**src/rtl/sprite_rom_arbiter.sv**
```systemverilog
// Sprite-sheet ROM arbiter: display port 0 has strict priority, ports 1..N-1 share
// leftover cycles round-robin with optional bounded lock bursts; read data is tagged back.
module sprite_rom_arbiter #(
    parameter int NUM_REQ   = 4,
    parameter int ADDR_W    = 14,
    parameter int DATA_W    = 5,
    parameter int MAX_BURST = 8
) (
    input  logic                      clk,
    input  logic                      rst,
    input  logic [NUM_REQ-1:0]        req,
    input  logic [NUM_REQ-1:0]        lock,
    input  logic [NUM_REQ*ADDR_W-1:0] addr,
    output logic [NUM_REQ-1:0]        gnt,
    output logic [ADDR_W-1:0]         rom_addr,
    input  logic [DATA_W-1:0]         rom_data,
    output logic [NUM_REQ-1:0]        rd_valid,
    output logic [DATA_W-1:0]         rd_data
);

    localparam int                IDX_W   = $clog2(NUM_REQ);
    localparam logic [7:0]        MAX_CNT = 8'(MAX_BURST);
    localparam logic [IDX_W-1:0]  LAST    = IDX_W'(NUM_REQ - 1);
    localparam logic [IDX_W-1:0]  FIRST   = IDX_W'(1);

    logic [IDX_W-1:0]   rr_ptr_reg, rr_ptr_next;
    logic [IDX_W-1:0]   owner_reg, owner_next;
    logic               burst_reg, burst_next;
    logic [7:0]         cnt_reg, cnt_next;
    logic [NUM_REQ-1:0] tag_reg;

    logic               sel_valid;
    logic [IDX_W-1:0]   sel_idx;
    logic [IDX_W-1:0]   cand_idx;
    logic               cont_hit;
    int                 cand;
    logic [ADDR_W-1:0]  addr_arr [NUM_REQ];

    generate
        for (genvar gi = 0; gi < NUM_REQ; gi++) begin : g_port
            assign addr_arr[gi] = addr[gi*ADDR_W +: ADDR_W];
            assign gnt[gi]      = !rst && sel_valid && (sel_idx == IDX_W'(gi));
        end
    endgenerate

    // Search runs from the far end back toward rr_ptr so the nearest requester overwrites.
    always_comb begin
        sel_valid = 1'b0;
        sel_idx   = '0;
        cand      = 0;
        cand_idx  = '0;
        cont_hit  = burst_reg && req[owner_reg] && lock[owner_reg] && (cnt_reg < MAX_CNT);
        if (req[0]) begin
            sel_valid = 1'b1;
        end else if (cont_hit) begin
            sel_valid = 1'b1;
            sel_idx   = owner_reg;
        end else begin
            for (int off = NUM_REQ - 2; off >= 0; off--) begin
                cand = int'(rr_ptr_reg) + off;
                if (cand > NUM_REQ - 1) begin
                    cand = cand - (NUM_REQ - 1);
                end
                cand_idx = IDX_W'(cand);
                if (req[cand_idx]) begin
                    sel_valid = 1'b1;
                    sel_idx   = cand_idx;
                end
            end
        end
    end

    assign rom_addr = (!rst && sel_valid) ? addr_arr[sel_idx] : '0;

    // A port-0 grant falls through untouched, which pauses any burst in progress.
    always_comb begin
        rr_ptr_next = rr_ptr_reg;
        owner_next  = owner_reg;
        burst_next  = burst_reg;
        cnt_next    = cnt_reg;
        if (sel_valid && sel_idx != '0) begin
            rr_ptr_next = (sel_idx == LAST) ? FIRST : sel_idx + FIRST;
            if (cont_hit) begin
                if (cnt_reg + 8'd1 >= MAX_CNT) begin
                    burst_next = 1'b0;
                    owner_next = '0;
                    cnt_next   = 8'd0;
                end else begin
                    cnt_next = cnt_reg + 8'd1;
                end
            end else if (lock[sel_idx] && MAX_CNT > 8'd1) begin
                burst_next = 1'b1;
                owner_next = sel_idx;
                cnt_next   = 8'd1;
            end else begin
                burst_next = 1'b0;
                owner_next = '0;
                cnt_next   = 8'd0;
            end
        end else if (!sel_valid) begin
            burst_next = 1'b0;
            owner_next = '0;
            cnt_next   = 8'd0;
        end
    end

    always_ff @(posedge clk or posedge rst) begin
        if (rst) begin
            rr_ptr_reg <= FIRST;
            owner_reg  <= '0;
            burst_reg  <= 1'b0;
            cnt_reg    <= 8'd0;
            tag_reg    <= '0;
        end else begin
            rr_ptr_reg <= rr_ptr_next;
            owner_reg  <= owner_next;
            burst_reg  <= burst_next;
            cnt_reg    <= cnt_next;
            tag_reg    <= gnt;
        end
    end

    assign rd_valid = tag_reg;
    assign rd_data  = rom_data;

endmodule

```
**config.mk**
```make
export PLATFORM = sky130hd
export DESIGN_NAME = sprite_rom_arbiter
export DESIGN_NICKNAME = d
export VERILOG_FILES = /design/src/rtl/sprite_rom_arbiter.sv
export SDC_FILE = /design/constraint.sdc
export NUM_CORES = 1
export LEC_CHECK = 0
export BUFFER_PORTS_ARGS = -buffer_cell sky130_fd_sc_hd__clkbuf_2
export CELL_PAD_IN_SITES_DETAIL_PLACEMENT = 0
export CELL_PAD_IN_SITES_GLOBAL_PLACEMENT = 1
export CORE_ASPECT_RATIO = 1.25
export CORE_UTILIZATION = 31
export DETAILED_ROUTE_END_ITERATION = 7
export GPL_TIMING_DRIVEN = 0
export PLACE_DENSITY = 0.9
export SYNTH_ARGS = -nofsm -noshare
export SYNTH_HDL_FRONTEND = slang
export SYNTH_SLANG_ARGS = --single-unit
```
**constraint.sdc**
```tcl
create_clock -name clk -period 3.6 [get_ports clk]
set_input_delay 0.18 -clock clk [delete_from_list [all_inputs] [get_ports clk]]
set_output_delay 0.18 -clock clk [all_outputs]
set_load 0.01 [all_outputs]
```
# Word level (Yosys, flattened, before mapping)
# Index checks and enable logic that the tools add are counted.
[word_totals]
out_inout_bits = 27
regBits = 17
elab_cells = 93
input_bits = 71
[classes]
n_reduce_logical = 13
magnitude_cmp = 11
bitwise = 1
muxes = 51
eq_ne = 5
add_sub_neg = 7
[ops]
columns = ["cell", "count"]
rows = [
  ["14-bit 2-to-1 mux", 3],
  ["2-bit 2-to-1 mux", 20],
  ["8-bit 2-to-1 mux", 4],
  ["14-bit binary-select mux with 2-bit select", 1],
  ["1-bit 2-to-1 mux", 17],
  ["2-bit by 3-bit less-than comparator with 1-bit output, second input constant", 5],
  ["1-bit binary-select mux with 2-bit select", 6],
  ["1-bit logical AND", 9],
  ["8-bit by 1-bit adder with 8-bit output, second input constant", 1],
  ["8-bit by 4-bit >= comparator with 1-bit output, second input constant", 1],
  ["8-bit by 4-bit less-than comparator with 1-bit output, second input constant", 1],
  ["3-bit by 2-bit > comparator with 1-bit output, second input constant", 2],
  ["2-bit subtractor, second input constant", 3],
  ["2-bit equality test, second input constant", 2],
  ["2-bit by 1-bit adder with 3-bit output, second input constant", 1],
  ["2-bit by 2-bit adder with 3-bit output, second input constant", 1],
  ["3-bit >= comparator, second input constant", 1],
  ["3-bit by 2-bit inequality test with 1-bit output, second input constant", 1],
  ["2-bit NOT with 3-bit output", 1],
  ["2-bit by 1-bit adder with 2-bit output, second input constant", 1],
  ["2-bit by 1-bit equality test with 1-bit output, second input constant", 1],
  ["2-bit > comparator, second input constant", 1],
  ["2-bit logical NOT", 1],
  ["2-bit by 1-bit inequality test with 1-bit output, second input constant", 1],
  ["other kinds (3)", 3],
]

# Depth between registers and ports, before layout
[depth]
word_depth = 19
depth_mapped = 12
ltp_nobuf = 11

# Worst setup path before layout
# OpenSTA, ideal clock, no wires.
[synth_timing]
path_type = "register to register"
from = "reg rr_ptr_reg[0]"
to = "reg burst_reg"
period_less_slack_ns = 2.989
path_slack_ns = 0.611
required_ns = 3.530
path_stages_with_launch = 12
n_path_buf = 0
t_arrival_ns = 2.920
setup_time_ns = 0.070
path_cell_list = "dfstp_2 inv_1 ha_1 nand3b_1 a211oi_1 o221ai_1 a31oi_4 inv_2 ha_1 or3_1 a2111o_1 nand3_1"
[synth_between]
elab_chain_len = 17
elab_cells_between_ends = 43
classes_between = "add/sub: 5; order compare: 3; eq/ne: 2; mux: 30; reduce/logical: 3"
[synth_rtl]
columns = ["item", "line_no", "text"]
rows = [
  ["start: declaration", "26", "logic [IDX_W-1:0] rr_ptr_reg, rr_ptr_next;"],
  ["start signal: assignment", "115", "rr_ptr_reg <= rr_ptr_next;"],
  ["2-bit by 2-bit adder with 3-bit output", "60", "cand = int'(rr_ptr_reg) + off;"],
  ["3-bit by 2-bit > comparator with 1-bit output / 2-bit subtractor (equally long branches)", "61, 62", ""],
  ["2-bit 2-to-1 mux", "61", "if (cand > NUM_REQ - 1) begin"],
  ["2-bit 2-to-1 mux", "55", "end else if (cont_hit) begin"],
  ["2-bit 2-to-1 mux", "53", "if (req[0]) begin"],
  ["1-bit binary-select mux with 2-bit select", "65", "if (req[cand_idx]) begin"],
  ["1-bit 2-to-1 mux (not written as such)", "65", ""],
  ["2-bit 2-to-1 mux (3 in series)", "65", ""],
  ["2-bit 2-to-1 mux", "55", ""],
  ["2-bit 2-to-1 mux", "53", ""],
  ["1-bit binary-select mux with 2-bit select", "91", "end else if (lock[sel_idx] && MAX_CNT > 8'd1) begin"],
  ["1-bit 2-to-1 mux (not written as such)", "91", ""],
  ["1-bit 2-to-1 mux", "91", ""],
  ["1-bit 2-to-1 mux", "83", "if (cont_hit) begin"],
  ["1-bit 2-to-1 mux", "81", "if (sel_valid && sel_idx != '0) begin"],
  ["end signal: assignment", "117", "burst_reg <= burst_next;"],
  ["end: declaration", "28", "logic burst_reg, burst_next;"],
]
# Parallel ways exist; a longest one is shown, timed or not. The select of a mux whose other input is x is not followed.
# A chain may end at the register's enable or synchronous reset.

# Worst setup path in the final report
[layout_timing]
from = "reg rr_ptr_reg[0]"
to = "out gnt[0]"
[layout_between]
elab_chain_len = 14
elab_cells_between_ends = 36
classes_between = "add/sub: 5; order compare: 3; mux: 25; reduce/logical: 3"
[layout_rtl]
columns = ["item", "line_no", "text"]
rows = [
  ["2-bit by 2-bit adder with 3-bit output", "60", ""],
  ["3-bit by 2-bit > comparator with 1-bit output / 2-bit subtractor (equally long branches)", "61, 62", ""],
  ["2-bit 2-to-1 mux", "61", ""],
  ["2-bit 2-to-1 mux", "55", ""],
  ["2-bit 2-to-1 mux", "53", ""],
  ["1-bit binary-select mux with 2-bit select", "65", ""],
  ["1-bit 2-to-1 mux (not written as such)", "65", ""],
  ["2-bit 2-to-1 mux / 1-bit 2-to-1 mux (equally long branches) (3 in series)", "65", ""],
  ["2-bit 2-to-1 mux / 1-bit 2-to-1 mux (equally long branches)", "55", ""],
  ["2-bit 2-to-1 mux / 1-bit 2-to-1 mux (equally long branches)", "53", ""],
  ["2-bit logical NOT / 1-bit logical AND (equally long branches)", "42", "assign gnt[gi] = !rst && sel_valid && (sel_idx == IDX_W'(gi));"],
  ["1-bit logical AND *", "42", ""],
  ["end: declaration", "14", "output logic [NUM_REQ-1:0] gnt,"],
]
# Mark *: on every way between the ends. The rest lies on a longest branch, timed or not. The select of a mux whose other input is x is not followed.

==> out/metrics.yaml <==
drt-pass1-iter-count: 4
crit_arrival_ps: 3240
finalSetupTns_ps: 0
synth_area_mm2: 0.00165
core_region_area_mm2: 0.00512
finalHoldViolCount: 0
dp_hpwl_um: 3770
syn_to_final_growth_pct: 38.2
synth_edf_count: 0
p_leak_nw: 1.17
final_common_cell: "clkbuf_2"
power_w: 0.00160
route.final.wire_length_um: 4540
cap_viol_max_count: 0
status: "finished, final reports clean"
num_vias: 1727
powerDensity_mw_per_mm2: 701
seqCellArea_um2: 427
io_pins: 98
ys_async_sr_fraction_pct: 100
slew_headroom_pct: 53.6
ys_warn_count: 0
worst-slew-pin-transition_ps: 695
route.detailed.drc: 0
placed_cells: 333
syn_avg_cell_area_um2: 9.18
cp_data_required_time_ps: 3420
synthTopCellsByArea: "dfrtp_1 (24%), mux2i_1 (18%), ha_1 (6.1%)"
setup_viol_count_final: 0
r2r_slack_ps: 410
num-fill-cells: 498
drt-vias-per-instance: 5.06
portBuffers: 91
drive_gt1_share_pct: 45.2
synthFlopType: "dfrtp_1"
yosysSeqAreaShare_pct: 25.8
mostFrequentLayoutCells: "clkbuf_2 (91), mux2i_1 (30), o22ai_1 (16), dfrtp_1 (16)"
clockBufferDepth: 2
fmax_ghz: 0.292
htree_levels: 1
path_class: "reg2out"
cp_max_fo: 10
cts_buffers: 3
clk_pin_slew_ps: 60
worstHoldPathType: "in2async"
fp.dieW_um: 67.3
start_util_pct: 32.3
std_cell_rows: 29
yosysUniqueCellTypes: 49
worstSkewPairLatency_ps: 250
grt_start_max_net_pins: 21
multi_input_area_mm2: 0.00111
diodes: 0
gr-total-overflow: 0
first_iter_violations: 36
maxSlewViolCount: 0
cts_tree: "yes"
period_needed_ps: 3420
grt_pass1_vias: 1673
grtUsageTotal_pct: 16.3
antenna_found_initial: 0
nNetsFinal: 359
clockRootBuffer: "clkbuf_8"
period_share_pct: 95.1
largest_reg_flops: 8
die_y_um: 83.6
clkSinkCount: 17
grt_pass1_wl_um: 7250
max-vdd-ir-drop_mv: 0.316
drtAntennaViolNets: 0
instances_no_fill: 341
cp-end-kind: "output pin"
rsz0062_at_grt: "no"
postSynthCellCount: 180
post_drt_wl_per_cell_um: 13.3
dieArea_mm2: 0.00563
routabilityCongestion: 0.826
synth_largest_area_cell: "dfrtp_1"
synth_seq_cells: 17
syn-num-nets: 259
cts_hold_buf: 0
fin_skew_ps: 2.55
cp-start-kind: "register"
synth_top_area_share_pct: 24.2
==> layout make-up <==
type | count | area share (%)
repair buffers | 95 | 21.3
clock buffers | 4 | 1.97
flip-flops and latches | 17 | 18.7
plain buffers | 13 | 4.55
inverters | 10 | 1.64
well taps | 62 | 3.40
multi-input cells | 140 | 48.5
==> path summary, 6_finish.rpt <==
kind,from,cells after the start,end
worst max-delay path,rr_ptr_reg[0],12,gnt[0]
worst min-delay path,rst,2,cnt_reg[1]
worst max register to register,rr_ptr_reg[0],11,burst_reg
worst min register to register,cnt_reg[5],1,cnt_reg[5]
max in group asynchronous,rst,2,rd_valid[0]
min in group clk,rst,3,rd_valid[2]
==> where the power goes <==
group	leakage [nW]	switching (W)	internal (W)
clock	0.0228	0.0000624	0.0000785
sequential	0.226	0.0000543	0.000244
combinational	0.917	0.000621	0.000539
total	1.17	0.000738	0.000861
==> critical path: stages (launching register included) <==
cell,delay [ps]
dfstp_2,600
inv_1,100
ha_1,390
or2_2,320
a21oi_1,180
o21ai_2,130
a31o_1,240
inv_1,110
ha_2,240
a21boi_2,210
clkbuf_4,200
and2_1,150
clkbuf_2,130
==> Yosys cell counts (2+ instances only) <==
cell type,count
ha_1,8
o22ai_1,16
o21ai_1,3
inv_1,9
o21ai_0,5
a21oi_1,3
or3_1,2
nor2b_1,2
nand2_1,11
nor3_1,3
buf_2,2
dfrtp_1,16
o31ai_1,2
nand3_1,5
a211oi_1,3
mux2_2,4
buf_4,7
and2_1,10
buf_6,3
a22oi_1,2
mux2i_1,30
nor2_1,7
==> what timing repair did <==
action | 4_1_cts | 5_1_grt
setup buffers | 0 | 4
endpoints found under the setup margin | 1 | 1
gates resized for setup | 2 | 5
pin swaps | 0 | 2
==> per-stage QoR <==
step / util, % / worst slack, ps / hold WS [ps] / instance area (um2)
floorplan: - / 611 / 126 / 1650
global placement: 42.7 / 152 / 311 / 2180
detailed placement: 42.7 / 133 / 320 / 2180
CTS: 43.7 / 6.39 / 52.0 / 2230
global route: 44.6 / 7.35 / 84.6 / 2280
finish: 44.6 / 178 / 26.9 / 2280
==> metal layers <==
layer | track usage [%] | wire [um] | up-vias | part of all wire [%]
li1 | - | - | 870 | -
met1 | 19.6 | 1830 | 776 | 40
met2 | 29.9 | 2410 | 77 | 53
met3 | 1.64 | 276 | 4 | 6.1
met4 | 3.87 | 29 | 0 | 0.64
met5 | 0 | 0 | - | 0
==> kinds of logic after synthesis <==
| kind of cell | count (synthesis) | share of synthesized area (%) |
|---|---|---|
| buffers and inverters | 23 | 8.33 |
| and+or+nand+nor | 47 | 15.2 |
| DFF | 17 | 25.8 |
| AOI/OAI and AO/OA | 49 | 21.7 |
| muxes | 35 | 22.3 |
| xor gates and xnor gates | 1 | 0.530 |
| adders and majority gates | 8 | 6.06 |
(Power assumes the default switching activity.)
